## config.mk

```make
export PLATFORM = sky130hd
export DESIGN_NAME = keypad_scan
export DESIGN_NICKNAME = d
export VERILOG_FILES = /design/src/rtl/keypad_scan.sv
export SDC_FILE = /design/constraint.sdc
export NUM_CORES = 1
export LEC_CHECK = 0
export ABC_AREA = 0
export BUFFER_PORTS_ARGS = -buffer_cell sky130_fd_sc_hd__buf_2
export CAP_MARGIN = 25
export CORE_ASPECT_RATIO = 1.5
export CORE_MARGIN = 2
export CORE_UTILIZATION = 45
export CTS_CLUSTER_DIAMETER = 50
export DETAILED_ROUTE_END_ITERATION = 8
export PLACE_DENSITY_LB_ADDON = 0.12
export SYNTH_ARGS = -nofsm -noshare
export SYNTH_HDL_FRONTEND = slang
export SYNTH_SLANG_ARGS = --single-unit
```

## constraint.sdc

```tcl
create_clock -name clk -period 4.8 [get_ports clk]
set_clock_uncertainty 0.05 [all_clocks]
set_input_delay 0 -clock clk [delete_from_list [all_inputs] [get_ports clk]]
set_output_delay 0 -clock clk [all_outputs]
set_load 0.02 [all_outputs]
```

## src/rtl/keypad_scan.sv

```systemverilog
// ============================================================================
//  Module      : keypad_scan
//  Description : Autonomous 5x4 keypad matrix scanner with whole-matrix
//                debounce and a valid/ready key-event FIFO.
//                Optional macro KEYPAD_SCAN_RELEASE_EN also queues releases.
//  Revision    : 1.0 - initial release
// ============================================================================
`default_nettype none

module keypad_scan #(
    parameter int SETTLE_CYCLES  = 16,
    parameter int DEBOUNCE_SCANS = 3,
    parameter int FIFO_DEPTH     = 4
) (
    input  logic        clk,
    input  logic        reset_n,
    input  logic        scan_en,
    output logic [4:0]  col,
    input  logic [3:0]  row,
    output logic        evt_valid,
    input  logic        evt_ready,
    output logic [4:0]  evt_key,
    output logic        evt_release,
    output logic [19:0] keys,
    output logic        overflow
);

    localparam int             c_PW         = $clog2(FIFO_DEPTH);
    localparam logic [c_PW:0]  c_DEPTH      = FIFO_DEPTH[c_PW:0];
    localparam logic [7:0]     c_SETTLE_END = 8'(SETTLE_CYCLES - 1);
    localparam logic [3:0]     c_DEB        = 4'(DEBOUNCE_SCANS);
`ifdef KEYPAD_SCAN_RELEASE_EN
    localparam int             c_EW         = 6;
`else
    localparam int             c_EW         = 5;
`endif

    typedef enum logic [2:0] {
        S_IDLE    = 3'd0,
        S_DRIVE   = 3'd1,
        S_SAMPLE  = 3'd2,
        S_COMPARE = 3'd3,
        S_EMIT    = 3'd4
    } state_t;

    state_t        r_state;
    logic [2:0]    r_idx;
    logic [7:0]    r_cnt;
    logic [4:0]    r_col;
    logic [19:0]   r_raw;
    logic [19:0]   r_prev;
    logic [3:0]    r_stable;
    logic [19:0]   r_keys;
    logic [19:0]   r_pend;
    logic          r_ovf;

    logic [c_EW-1:0] r_mem [FIFO_DEPTH];
    logic [c_EW-1:0] r_last;
    logic [c_PW-1:0] r_wr;
    logic [c_PW-1:0] r_rd;
    logic [c_PW:0]   r_count;

    logic [3:0]      w_stable_next;
    logic [4:0]      w_bit;
    logic            w_is_rel;
    logic            w_emit;
    logic            w_push;
    logic            w_push_ok;
    logic            w_pop;
    logic            w_full;
    logic [19:0]     w_pend_rest;
    logic [c_EW-1:0] w_entry;
    logic [c_EW-1:0] w_head;

    function automatic logic [4:0] f_lowest(input logic [19:0] m);
        f_lowest = 5'd0;
        for (int i = 19; i >= 0; i--) begin
            if (m[i]) f_lowest = 5'(i);
        end
    endfunction

    assign w_stable_next = (r_raw != r_prev)  ? 4'd1 :
                           (r_stable == 4'hF) ? 4'hF : r_stable + 4'd1;
    assign w_bit       = f_lowest(r_pend);
    // keys already holds the new state, so a cleared bit means a release
    assign w_is_rel    = !r_keys[w_bit];
    assign w_emit      = (r_state == S_EMIT) && (r_pend != 20'd0);
    assign w_pend_rest = r_pend & (r_pend - 20'd1);

    assign evt_valid   = (r_count != '0);
    assign w_full      = (r_count == c_DEPTH);
    assign w_pop       = evt_valid && evt_ready;
    assign w_push_ok   = w_push && (!w_full || w_pop);
    assign w_head      = r_mem[r_rd];

`ifdef KEYPAD_SCAN_RELEASE_EN
    assign w_push      = w_emit;
    assign w_entry     = {w_is_rel, w_bit};
    assign evt_key     = evt_valid ? w_head[4:0] : r_last[4:0];
    assign evt_release = evt_valid ? w_head[5]   : r_last[5];
`else
    assign w_push      = w_emit && !w_is_rel;
    assign w_entry     = w_bit;
    assign evt_key     = evt_valid ? w_head : r_last;
    assign evt_release = 1'b0;
`endif

    assign col      = r_col;
    assign keys     = r_keys;
    assign overflow = r_ovf;

    always_ff @(posedge clk or negedge reset_n) begin
        if (!reset_n) begin
            r_state  <= S_IDLE;
            r_idx    <= 3'd0;
            r_cnt    <= 8'd0;
            r_col    <= 5'd0;
            r_raw    <= 20'd0;
            r_prev   <= 20'd0;
            r_stable <= 4'd0;
            r_keys   <= 20'd0;
            r_pend   <= 20'd0;
        end else begin
            case (r_state)
                S_IDLE: begin
                    r_col <= 5'd0;
                    if (scan_en) begin
                        r_state <= S_DRIVE;
                        r_idx   <= 3'd4;
                        r_cnt   <= 8'd0;
                        r_col   <= 5'b10000;
                    end
                end
                S_DRIVE: begin
                    if (r_cnt == c_SETTLE_END) begin
                        r_state <= S_SAMPLE;
                        r_cnt   <= 8'd0;
                    end else begin
                        r_cnt <= r_cnt + 8'd1;
                    end
                end
                S_SAMPLE: begin
                    if (!scan_en) begin
                        r_state <= S_IDLE;
                        r_col   <= 5'd0;
                        r_raw   <= 20'd0;
                    end else begin
                        case (r_idx)
                            3'd4:    r_raw[3:0]   <= row;
                            3'd3:    r_raw[7:4]   <= row;
                            3'd2:    r_raw[11:8]  <= row;
                            3'd1:    r_raw[15:12] <= row;
                            default: r_raw[19:16] <= {row[3], row[0], row[2], row[1]};
                        endcase
                        if (r_idx != 3'd0) begin
                            r_state <= S_DRIVE;
                            r_idx   <= r_idx - 3'd1;
                            r_col   <= r_col >> 1;
                        end else begin
                            r_state <= S_COMPARE;
                            r_col   <= 5'd0;
                        end
                    end
                end
                S_COMPARE: begin
                    r_prev   <= r_raw;
                    r_stable <= w_stable_next;
                    if ((w_stable_next >= c_DEB) && (r_raw != r_keys)) begin
                        r_pend  <= r_raw ^ r_keys;
                        r_keys  <= r_raw;
                        r_state <= S_EMIT;
                    end else if (scan_en) begin
                        r_state <= S_DRIVE;
                        r_idx   <= 3'd4;
                        r_cnt   <= 8'd0;
                        r_col   <= 5'b10000;
                    end else begin
                        r_state <= S_IDLE;
                    end
                end
                S_EMIT: begin
                    r_pend <= w_pend_rest;
                    if (w_pend_rest == 20'd0) begin
                        if (scan_en) begin
                            r_state <= S_DRIVE;
                            r_idx   <= 3'd4;
                            r_cnt   <= 8'd0;
                            r_col   <= 5'b10000;
                        end else begin
                            r_state <= S_IDLE;
                        end
                    end
                end
                default: begin
                    r_state <= S_IDLE;
                    r_col   <= 5'd0;
                end
            endcase
        end
    end

    // Storage is only visible through the head pointer while non-empty
    always_ff @(posedge clk) begin
        if (w_push_ok) r_mem[r_wr] <= w_entry;
    end

    always_ff @(posedge clk or negedge reset_n) begin
        if (!reset_n) begin
            r_wr    <= '0;
            r_rd    <= '0;
            r_count <= '0;
            r_last  <= '0;
            r_ovf   <= 1'b0;
        end else begin
            if (w_push_ok) r_wr <= r_wr + 1'b1;
            else if (w_push) r_ovf <= 1'b1;
            if (w_pop) begin
                r_rd   <= r_rd + 1'b1;
                r_last <= w_head;
            end
            if (w_push_ok && !w_pop) r_count <= r_count + 1'b1;
            else if (!w_push_ok && w_pop) r_count <= r_count - 1'b1;
        end
    end

endmodule

`default_nettype wire

```

-- Word level (Yosys, flattened, before mapping)
Memory sizes are Yosys's and may differ from the RTL's.
Index checks and enable logic that the tools add are counted.
- add/subtract/negate cells: 8
- multipliers: 0
- divide/modulo/power cells: 0
- order comparisons: 2
- equality and inequality tests: 25
- shift-type cells: 0
- muxes and demuxes: 63
- bitwise logic cells: 4
- reduce and logical (&&, ||, !) cells: 33
- operator list (operator ; number):
    $mux W5 ; 25
    $mux W20 ; 2
    $ne A20 B20 Y1 ; 2
    $pmux W20 S2 ; 1
    $mux W4 ; 9
    $mux W3 ; 11
    $mux W8 ; 4
    $pmux W8 S4 ; 1
    $pmux W5 S5 ; 1
    $and A20 B20 Y20 ; 1
    $logic_not A20 Y1 ; 1
    $reduce_bool A20 Y1 ; 1
    $sub A20 B1 Y20 const B ; 1
    $xor A20 B20 Y20 ; 1
    $reduce_and A2 Y1 ; 8
    $pmux W3 S5 ; 1
    $ne A2 B2 Y1 const B ; 7
    $eq A3 B2 Y1 const B ; 4
    $pmux W3 S4 ; 1
    $ne A2 B1 Y1 const B ; 5
    $eq A3 B3 Y1 const B ; 3
    $reduce_and A3 Y1 ; 3
    $add A8 B1 Y8 const B ; 1
    $eq A8 B4 Y1 const B ; 1
    21 further kinds ; 40
- bits in registers: 116
- latch bits: 0
- memory bits (writable): 20
- memory bits (read-only): 0
- bits of input ports: 8
- memories kept: 1
- memories (name ; depth ; bits a word ; rd ports ; clocked after Yosys merged registers in ; wr ports ; line ; source):
    r_mem ; 4 ; 5 ; 1 ; 0 ; 1 ; 57 ; logic [c_EW-1:0] r_mem [FIFO_DEPTH];

-- Depth between registers and ports, before layout
Gate-level depths: netlist (run 1).
- depth after elaboration: 28
- mapped depth: 16

-- Worst setup path before layout (run 1)
OpenSTA, ideal clock, no wires.
- path type: reg2reg
- start point: register r_pend[7]
- end point: register r_count[2]
- data arrival time: 3.396 ns
- required time: 4.671 ns
- path slack: 1.274 ns
- stages on the path, launching flop included: 14
- path buffers: 1
- period minus slack after synthesis: 3.526 ns
- cell sequence: dfrtp_1 -> clkbuf_1 -> or4_1 -> a21oi_1 -> o21ai_0 -> a32oi_1 -> a32oi_1 -> nor4_2 -> ha_1 -> inv_1 -> fa_1 -> xor2_1 -> nor2_1 -> xor2_1
- longest elaborated chain between the ends: 15
- elaborated cells on any way between the ends: 19
- classes of those cells: mux: 11; reduce/logical: 8
- RTL lines (element ; line ; source):
    start: declaration ; 54 ; logic [19:0] r_pend;
    start signal: assignment ; 169 ; r_pend <= r_raw ^ r_keys;
    start signal: assignment ; 182 ; r_pend <= w_pend_rest;
    $mux W5 (8 in series) ; 78 ; if (m[i]) f_lowest = 5'(i);
    $bmux W1 S5 ; 86 ; assign w_is_rel = !r_keys[w_bit];
    $mux W1 (not written as such) ; 86 ;
    $logic_and A1 B1 Y1 * ; 102 ; assign w_push = w_emit && !w_is_rel;
    $logic_and A1 B1 Y1 * ; 93 ; assign w_push_ok = w_push && (!w_full || w_pop);
    via w_push_ok ; 68 ; logic w_push_ok;
    $logic_not A1 Y1 ; 222 ; else if (!w_push_ok && w_pop) r_count <= r_count - 1'b1;
    $logic_and A1 B1 Y1 ; 222 ;
    $reduce_bool A2 Y1 (no source line) ; -- ;
    end signal: assignment ; 221 ; if (w_push_ok && !w_pop) r_count <= r_count + 1'b1;
    end signal: assignment ; 222 ;
    end: declaration ; 61 ; logic [c_PW:0] r_count;
The timed path passes the listed nets; every way through them passes the cells marked *. The select of a mux whose other input is x is not followed.
A chain may end at the register's enable or synchronous reset.

-- Worst setup path in the final report (run 1)
- start point: register r_pend[11]
- end point: register r_count[2]
- longest elaborated chain between the ends: 19
- elaborated cells on any way between the ends: 23
- classes of those cells: mux: 15; reduce/logical: 8
- RTL lines (element ; line ; source):
    $mux W5 * (12 in series) ; 78 ;
    via w_bit[2] ; 64 ; logic [4:0] w_bit;
    $bmux W1 S5 * ; 86 ;
    $mux W1 (not written as such) * ; 86 ;
    $logic_and A1 B1 Y1 * ; 102 ;
    $logic_and A1 B1 Y1 * ; 93 ;
    via w_push_ok ; 68 ;
    $logic_not A1 Y1 ; 222 ;
    $logic_and A1 B1 Y1 ; 222 ;
    $reduce_bool A2 Y1 (no source line) ; -- ;
Marked as above.

==> run metrics, run 1 <==
status complete, no violations; Synth Warn # 0; CTS tree built; DP Worst Slack 0.844 ns; Met3 Routed Length 709 um; Die Height 158 um; register area share after synthesis 49.1%; Fmax 249 MHz; leakage power 0.00402 uW; pwr dens 647 nW/um^2; number of enable flip-flop cells after synthesis 20; post-route ant nets 0; Max VDD drop 312 uV; vias in the first global route 5397; drt drc 0; grt total ovfl 0; slowest stage cell, crit path or4_1; IO Pins 41; vias per cell 5.88; Iter 0 DRT Violations 324; Layout area overhead 15.3%; worst hold slack 0.173 ns; Worst setup SP type flop; Wirelength per Cell 20.3 um; final hold vios 0; unrepaired setup endpoints after global routing false; dpl hpwl 13.7 mm; ys async rst share 85.3%; Layout Cells excl Fill 934; flops & latches, synth 136; Initial Util 45.9%; Top Metal Used met4; slew of the pin with the lowest slew margin 1.06 ns; critical path type flop to flop; Sum Neg Setup Slack 0 ns; setup bufs post-CTS 0; share of cells above drive strength 1 17.8%; total CTS buffers 17; FILL cells 1447; Root Buffer clkbuf_16; Final min period 4.02 ns; Die Width 107 um; Crit. Startpoint r_pend[11]$_DFFE_PN0P_; Core Footprint 15600 um^2; post-synth cell types 73; H-Tree Depth 4; critical path capture point type flop; r2r startpoint r_pend[11]$_DFFE_PN0P_; antenna cell count 0; M1 wire length 7.46 mm; number of max-cap violations 0; Synth Area per Inst 10.5 um^2; Worst-Skew Late Latency 0.43 ns; Rows 56; critical-path maximum fanout 8; count of pins over their slew limit 0; Synth Flop Type dfrtp_1; clk sink count 136; fin crit share 83.7%; Setup WS post-layout 0.781 ns; # hold bufs at CTS 7; relative slew slack 28.7%; mapped cell area 7140 um^2; Finish-stage setup viols 0; Worst Hold Class primary input to asynchronous set/reset pin; die area 16900 um^2; Critical Path, Cell by Cell or4_1, o211ai_1, nand2_1, inv_1, a31oi_1, a22oi_1, o211ai_1, nor4_2, ha_1, inv_1, fa_1, xor2_1, nor2_1, xor2_1; I/O Buffers 39; DR pass1 iterations 5; Post-CTS Resized 0; Placer Congestion 0.944; Max Buffers Root-to-Sink 2; All-Layer GR Usage 23.4%; Clk pin slew, worst setup/hold paths 0.06 ns; arrival time worst endpoint 4.31 ns; pin count of the biggest net entering global routing 61; metal2 WL 10.2 mm; initial antenna violation count 0; Cells after DPL 895; Final #Nets 740; vias post-DR 5491; first-pass GRT wire length 29.9 mm; Routed WL 19.0 mm; required time of the critical path 5.09 ns; Synth Instances 680; syn_nets 702; Crit path largest cell delay 0.72 ns
[per-stage QoR]
step,power [uW],cell area [um^2],util (%)
4_1_cts,5340,8240,53.0
3_3_place_gp,3870,7530,48.4
5_1_grt,5630,8240,53.0
2_1_floorplan,3230,7140,-
6_report,5330,8240,53.0
3_5_place_dp,3900,7530,48.4
[routing by layer]
| layer | up-vias | track usage, % |
|---|---|---|
| li1 | 2566 | - |
| met2 | 153 | 43.1 |
| met5 | - | 0 |
| met1 | 2739 | 26.7 |
| met3 | 33 | 4.22 |
| met4 | 0 | 9.34 |
[worst max-delay path, delay by kind of cell, from the launching register on]
family                   cells  cell delay [ns]
AND/OR/NAND/NOR              4             1.46
AO/OA/AOI/OAI                4             0.66
adder cells (fa/ha/maj)      2             0.66
flip-flops                   1             0.46
XOR/XNOR                     2             0.33
buffers and inverters        2             0.31
[cell families (layout without fill, tap and decap cells)]
| kind of cell | count (synthesis) | after routing | share of synthesized area, % |
|---|---|---|---|
| buffers and inverters | 57 | 108 | 3.10 |
| other | 1 | 1 | 0.0525 |
| multiplexers | 50 | 50 | 8.48 |
| XOR/XNOR | 47 | 47 | 5.76 |
| AO/OA/AOI/OAI | 154 | 154 | 15.6 |
| AND/OR/NAND/NOR | 220 | 220 | 15.2 |
| flip-flops | 136 | 136 | 49.1 |
| adder cells (fa/ha/maj) | 15 | 15 | 2.70 |
[layout make-up]
| class | instances | area (um^2) | share of cell area [%] |
|---|---|---|---|
| multi-input combinational | 487 | 3430 | 41.6 |
| sequential | 136 | 3500 | 42.5 |
| clock buffer | 17 | 425 | 5.16 |
| timing repair buffer | 54 | 328 | 3.98 |
| inverter | 22 | 82.6 | 1.00 |
| clock inverter | 15 | 214 | 2.60 |
| tap | 203 | 254 | 3.08 |
[final timing paths]
path / end / slack (ns) / cells past startpoint
worst max-delay path: r_count[2]$_DFFE_PN0P_ / 0.78 / 14
worst min-delay path: r_pend[9]$_DFFE_PN0P_ / 0.17 / 2
worst max register to register: r_count[2]$_DFFE_PN0P_ / 0.78 / 14
worst min register to register: overflow$_DFFE_PN0P_ / 0.41 / 1
max in group asynchronous: keys[13]$_DFFE_PN0P_ / 3.27 / 3
min in group clk: r_raw[1]$_DFFE_PN0P_ / 0.37 / 3
[power breakdown]
group / switching (uW) / internal, uW
clock: 533 / 880
combinational: 1320 / 809
sequential: 331 / 1460
total: 2180 / 3150
[cells in the mapped netlist (all sizes together), types with 8 or more instances]
cell type  count  area, um^2
a22o          14         123
nor3          10        50.1
nor2b          8        50.1
a32o          12         120
mux2          34         383
a21oi         29         145
nor2          45         169
xnor2         15         131
inv           21        78.8
nor4          16         121
edfxtp        20         601
mux2i         11         110
o21ai         30         150
ha            13         163
clkbuf        28         105
xor2          32         280
nand2         83         312
nand3         12        65.1
dfrtp        116        2900
and3           8        50.1
[sequential cells by signal (all words and copies together), names as in the netlist, 4 cells and up]
| register | count |
|---|---|
| r_stable | 4 |
| keys | 20 |
| r_last | 5 |
| col | 5 |
| r_cnt | 8 |
| r_prev | 20 |
| r_pend | 20 |
| r_raw | 20 |
| r_mem | 20 |
[cell usage in the layout, fill, tap and decap left out, types with 4 or more instances in the layout]
cell type and count:
xor2_1 32, dlygate4sd3_1 7, clkinvlp_4 4, and3_1 8
bufinv_16 4, o31ai_1 7, dfrtp_1 116, ha_1 13
nor2b_1 8, buf_2 38, nand2_1 83, a22o_1 14
edfxtp_1 20, o211ai_1 5, nand2b_1 6, a32o_1 12
a21o_1 5, a31oi_1 7, nand4_1 6, inv_1 21
a211oi_1 6, inv_6 4, nor4_1 14, buf_4 9
mux4_2 5, nand3_1 10, or3_1 7, nor2_1 44
mux2i_1 11, mux2_2 33, a21oi_1 29, clkbuf_16 17
o21ai_0 30, xnor2_1 15, and2_1 5, nor3_1 9
Note: power is estimated with default switching activity, not from simulation.
==> run 2, diff against run 1 <==
--- a/config.mk
+++ b/config.mk
@@ -5,7 +5,7 @@
 export SDC_FILE = /design/constraint.sdc
 export NUM_CORES = 1
 export LEC_CHECK = 0
-export ABC_AREA = 0
+export ABC_AREA = 1
 export BUFFER_PORTS_ARGS = -buffer_cell sky130_fd_sc_hd__buf_2
 export CAP_MARGIN = 25
 export CORE_ASPECT_RATIO = 1.5
==> constraint.sdc (replaced) <==
create_clock -name clk -period 3.6 [get_ports clk]
set_clock_uncertainty 0.05 [all_clocks]
set_input_delay 0 -clock clk [delete_from_list [all_inputs] [get_ports clk]]
set_output_delay 0 -clock clk [all_outputs]
set_load 0.02 [all_outputs]
==> run 2 against run 1 <==
  * Worst hold slack got worse by 0.14 ns
  * Critical path type unchanged
  * Flip-flop and latch count is the same
  * Synthesized area decreased by 1.7%
  * Final area rose by 0.94%
  * Critical path depth up 19
  * Clock power rose by 26%
==> run metrics, run 2 <==
status complete, no violations; Cells after DPL 1053; number of enable flip-flop cells after synthesis 20; mapped cell area 7020 um^2; simple-gate share of the synthesized area 21.8%; mux cell area share after synthesis 0.321%; final hold vios 0; Worst Reg2Reg Path Length in Cells 33; post-route ant nets 0; most common cell after layout, fill and taps aside nand2_1; Die Height 157 um; vias per cell 5.24; Synth top cells by count nand2_1, dfrtp_1, inv_1; pwr dens 687 nW/um^2; main combinational cell family by area after synthesis simple AND/OR/NAND/NOR gates; critical path capture point type flop; total CTS buffers 17; Crit path largest cell delay 0.41 ns; All-Layer GR Usage 22.4%; critical path type flop to flop; vias post-DR 5762; Die Width 106 um; flop2flop setup slack 0.20 ns; fin crit share 94.5%; worst hold slack 0.0335 ns; Synth Area in Adders 2.60%; Setup WS post-layout 0.198 ns; Placement Cell Area 7490 um^2; unrepaired setup endpoints after global routing true; number of max-cap violations 0; post-synth top area cell dfrtp_1; area occupied by multi-input gates 3130 um^2; share of cells above drive strength 1 16.3%; Synth Flop Type dfrtp_1; initial antenna violation count 0; Iter 0 DRT Violations 351; hold path start row[2]; Finish-stage setup viols 0; post-synth cell types 53; slew of the pin with the lowest slew margin 0.808 ns; Max Buffers Root-to-Sink 2; syn_nets 846; DP Worst Slack -0.0133 ns; Worst-Skew Late Latency 0.42 ns; I/O Buffers 39; Synth Instances 824; Fmax 294 MHz; count of pins over their slew limit 0; Placer Congestion 0.896; Synth Area per Inst 8.52 um^2; vias in the first global route 5771; clk sink count 136; Max VDD drop 371 uV; slowest stage cell, crit path dfrtp_1; die area 16600 um^2; arrival time worst endpoint 3.65 ns; cell with the most instances after synthesis nand2_1; hold path depth 3; Layout area overhead 18.4%; first-pass GRT wire length 28.8 mm; Wirelength per Cell 16.2 um; r2r startpoint r_pend[18]$_DFFE_PN0P_; Final min period 3.40 ns; flops & latches, synth 136; largest cells by area after synthesis dfrtp_1, nand2_1, edfxtp_1; pin count of the biggest net entering global routing 63; Rows 55; H-Tree Depth 4; Final Cell Area 8310 um^2; post-synthesis compound-gate area fraction 13.9%; antenna cell count 0; leakage power 0.00387 uW; register area share after synthesis 49.9%; R2R Path End r_count[2]$_DFFE_PN0P_; top-area cell type share of the netlist area 41.3%; CTS tree built; most frequent cells in the layout nand2_1, dfrtp_1, inv_1; Root Buffer clkbuf_16; Synth Warn # 0; Routed WL 17.8 mm; required time of the critical path 3.85 ns; ys async rst share 85.3%; FF/Latch Area 3500 um^2; Final #Nets 909; cell mode on critical path nand2_1; Worst setup SP type flop; critical-path maximum fanout 8; Clk pin slew, worst setup/hold paths 0.06 ns; relative slew slack 45.4%; Core Footprint 15200 um^2; dpl hpwl 13.2 mm; FILL cells 1390; hold worst-path end r_raw[17]$_DFFE_PN0P_; Synth Area in XOR/XNOR 4.61%; Worst Hold Class primary input to flop; Initial Util 46.2%; DR pass1 iterations 5; IO Pins 41; grt total ovfl 0; drt drc 0; Layout Cells excl Fill 1099
run 2: report_power, final:
part           internal (uW)  switching (uW)
registers               1850             274
clock network           1090             683
logic                    670            1150
total                   3610            2110
run 2: cell type report:
cell class	instances	area share (%)
multi-input cells	564	37.7
well taps	199	2.99
repair buffers	67	5.30
flip-flops and latches	136	42.1
clock buffers	20	5.63
inverters	101	4.60
clock inverters	12	1.69
run 2: metrics by stage:
stage | utilization [%] | power [uW] | setup TNS (ns)
2_1_floorplan | - | 3350 | 0
3_3_place_gp | 49.2 | 3830 | 0
3_5_place_dp | 49.2 | 3900 | -0.0133
4_1_cts | 53.6 | 5690 | 0
5_1_grt | 54.7 | 6090 | -0.175
6_report | 54.7 | 5710 | 0
run 2: worst max-delay path by stage:
stage | startpoint | to | slack (ns)
2_1_floorplan | r_pend[18]$_DFFE_PN0P_ | r_count[2]$_DFFE_PN0P_ | 0.36
3_3_place_gp | r_pend[18]$_DFFE_PN0P_ | r_count[2]$_DFFE_PN0P_ | 0.11
3_5_place_dp | r_pend[18]$_DFFE_PN0P_ | r_count[2]$_DFFE_PN0P_ | -0.01
4_1_cts | r_pend[18]$_DFFE_PN0P_ | r_count[2]$_DFFE_PN0P_ | 0.03
5_1_grt | r_pend[18]$_DFFE_PN0P_ | r_count[2]$_DFFE_PN0P_ | -0.09
6_report | r_pend[18]$_DFFE_PN0P_ | r_count[2]$_DFFE_PN0P_ | 0.20
run 2: what timing repair did:
item | CTS | global route
cloned | 0 | 1
gates resized for setup | 1 | 30
hold buffers | 5 | 0
endpoints found under the setup margin | 1 | 12
pin swaps | 0 | 14
endpoints found under the hold margin | 62 | 0
setup buffers | 0 | 8
run 2: critical path: cells and delay by family (launching register included):
family / cells / cell delay [ns]
DFF: 1 / 0.41
buffers and inverters: 3 / 0.21
AOI/OAI and AO/OA: 3 / 0.41
adders and majority gates: 2 / 0.50
xor gates and xnor gates: 1 / 0.14
and+or+nand+nor: 24 / 1.60
run 2: cells by family after synthesis:
| group | after synthesis |
|---|---|
| and+or+nand+nor | 348 |
| AOI/OAI and AO/OA | 162 |
| DFF | 136 |
| buffers and inverters | 124 |
| xor gates and xnor gates | 37 |
| adders and majority gates | 14 |
| muxes | 2 |
| other | 1 |
run 2: per-layer routing:
metal / share of wire, % / up-vias / global-route usage, %
met3: 3.9 / 48 / 4.31
li1: - / 2847 / -
met1: 38 / 2709 / 24.0
met4: 4.3 / 0 / 11.5
met2: 54 / 158 / 41.5
met5: 0 / - / 0
==> run 3, diff against run 2 <==
--- a/config.mk
+++ b/config.mk
@@ -12,6 +12,7 @@
 export CORE_MARGIN = 2
 export CORE_UTILIZATION = 45
 export CTS_CLUSTER_DIAMETER = 50
+export CTS_CLUSTER_SIZE = 30
 export DETAILED_ROUTE_END_ITERATION = 8
 export PLACE_DENSITY_LB_ADDON = 0.12
 export SYNTH_ARGS = -nofsm -noshare
==> constraint.sdc (replaced) <==
create_clock -name clk -period 3.2 [get_ports clk]
set_clock_uncertainty 0.05 [all_clocks]
set_input_delay 0 -clock clk [delete_from_list [all_inputs] [get_ports clk]]
set_output_delay 0 -clock clk [all_outputs]
set_load 0.02 [all_outputs]
==> run 3 against run 2 <==
  * Total power grew 16%
  * Register-to-register slack lost 0.32 ns
  * Wire length shrank 0.52%
  * Worst hold slack lost 0.030 ns
  * The run now ends with setup timing left
  * Critical path type unchanged
  * Cell count grew 1.4%
  * Via count grew 2.0%
  * Count of clock-buffer cells in the layout shrank 1
  * Largest power group unchanged
  * Final area grew 2.1%
  * Non-clock buffer count grew 14
  * Flip-flop and latch count is the same
==> run metrics, run 3 (synthesized netlist as in run 2, its figures left out) <==
Pint 4290 uW; Die Width 106 um; Die Height 157 um; Finish-stage setup viols 2; slew of the pin with the lowest slew margin 0.784 ns; vias post-DR 5877; hold path depth 3; switching power 2350 uW; I/O Buffers 39; unrepaired setup endpoints after global routing true; combinational power share 30.9%; Fmax 301 MHz; Initial Util 46.2%; Crit. Startpoint r_pend[18]$_DFFE_PN0P_; H-Tree Depth 4; share of cells above drive strength 1 18.1%; Final #Nets 924; DR pass1 iterations 5; clock power share 33.1%; Sum Neg Setup Slack -0.193 ns; die area 16600 um^2; Core Footprint 15200 um^2; first-pass GRT wire length 29.0 mm; All-Layer GR Usage 22.4%; grt total ovfl 0; IO Pins 41; Final min period 3.32 ns; r2r startpoint r_pend[18]$_DFFE_PN0P_; number of max-cap violations 0; antenna cell count 0; leakage power 0.00400 uW; drt drc 0; Clk pin slew, worst setup/hold paths 0.06 ns; Iter 0 DRT Violations 343; vias in the first global route 5898; Routed WL 17.7 mm; Setup WS post-layout -0.119 ns; area occupied by multi-input gates 3140 um^2; FILL cells 1386; Placement Cell Area 7630 um^2; required time of the critical path 3.44 ns; Final Cell Area 8490 um^2; sw frac 35.4%; Sequential Power Share 35.9%; R2R Path End r_count[2]$_DFFE_PN0P_; Worst Hold Class primary input to flop; Placer Congestion 0.908; most common cell after layout, fill and taps aside nand2_1; pin count of the biggest net entering global routing 60; post-route ant nets 0; Root Buffer clkbuf_16; relative slew slack 47.8%; critical path capture point type flop; Wirelength per Cell 15.9 um; count of pins over their slew limit 0; hold path start row[3]; dpl hpwl 13.3 mm; most frequent cells in the layout nand2_1, dfrtp_1, inv_1; Max Buffers Root-to-Sink 2; status complete, but fails checks; arrival time worst endpoint 3.56 ns; final hold vios 0; Worst-Skew Late Latency 0.42 ns; FF/Latch Area 3500 um^2; critical-path maximum fanout 5; Max VDD drop 420 uV; total CTS buffers 17; Worst setup SP type flop; CTS tree built; fin crit share 104%; pwr dens 782 nW/um^2; clk sink count 136; Layout area overhead 20.9%; Rows 55; Final Core Density 55.8%; failing checks setup timing; initial antenna violation count 0; hold worst-path end r_raw[3]$_DFFE_PN0P_; critical path type flop to flop; vias per cell 5.28; Worst Reg2Reg Path Length in Cells 20; flop2flop setup slack -0.12 ns
==> run 3: cell types whose count changed in the layout (fill, tap and decap cells not counted), sizes merged <==
cell / delta
buf: +15
bufinv: +3
clkbuf: -1
clkinvlp: -2
dlygate4sd3: -1
nand2: +1
==> run 3: worst max path at each step <==
stage                             end  slack (ns)  depth (start not counted)
2_1_floorplan  r_count[2]$_DFFE_PN0P_        0.01                         34
3_3_place_gp   r_count[2]$_DFFE_PN0P_       -0.09                         33
3_5_place_dp   r_count[2]$_DFFE_PN0P_       -0.17                         33
4_1_cts        r_count[2]$_DFFE_PN0P_       -0.05                         33
5_1_grt        r_count[2]$_DFFE_PN0P_       -0.37                         34
6_report       r_count[2]$_DFFE_PN0P_       -0.12                         20
==> run 3: layout make-up <==
class	count	area share, %
Tap cell	199	2.93
Timing Repair Buffer	81	6.44
Sequential cell	136	41.3
Inverter	101	4.48
Clock buffer	19	5.33
Clock inverter	13	2.55
Multi-Input combinational cell	565	37.0
==> run 3: repair_timing <==
item	in CTS	in global routing
hold buffers	4	0
resized for setup	6	24
setup buffers	3	1
endpoints found under the hold margin	65	0
cloned	1	1
pin swaps	2	9
endpoints found under the setup margin	2	6
==> run 3: power by group through the flow <==
stage	Clock [uW]	Combinational [uW]	Sequential, uW
2_1_floorplan	0	1430	2340
3_3_place_gp	0	1930	2390
3_5_place_dp	0	1990	2410
4_1_cts	2230	2020	2380
5_1_grt	2310	2330	2430
6_report	2200	2050	2390
==> run 3: metrics by stage <==
step	hold slack, ns	worst slack [ns]	std cells	power, uW
2_1_floorplan	-0.346	0.0133	824	3770
3_3_place_gp	0.0673	-0.0890	1072	4320
6_report	0.00344	-0.119	1114	6640
3_5_place_dp	0.0810	-0.174	1072	4400
4_1_cts	0.0107	-0.0466	1112	6640
5_1_grt	0.0150	-0.366	1114	7080
==> run 3: metal layers <==
layer	GRT usage (%)	up-vias	wire length, um
met1	24.1	2819	6930
met2	43.2	143	9690
met5	0	-	0
li1	-	2878	-
met3	3.69	37	546
met4	8.96	0	569
==> run 3: critical path, cell delays in order, from the launching register on <==
cell and delay [ns]:
dfrtp_1 0.39, buf_4 0.16, nor2_1 0.14, o31ai_1 0.09, nand2_1 0.09, a21oi_1 0.07, o31ai_1 0.32, a21oi_2 0.13
inv_1 0.19, nand3_1 0.12, nand2_1 0.10, nand2_1 0.07, a21oi_2 0.16, nand4_2 0.12, inv_1 0.09, ha_2 0.17
inv_2 0.04, fa_2 0.34, a21oi_2 0.13, o21ai_1 0.08, xor2_1 0.15
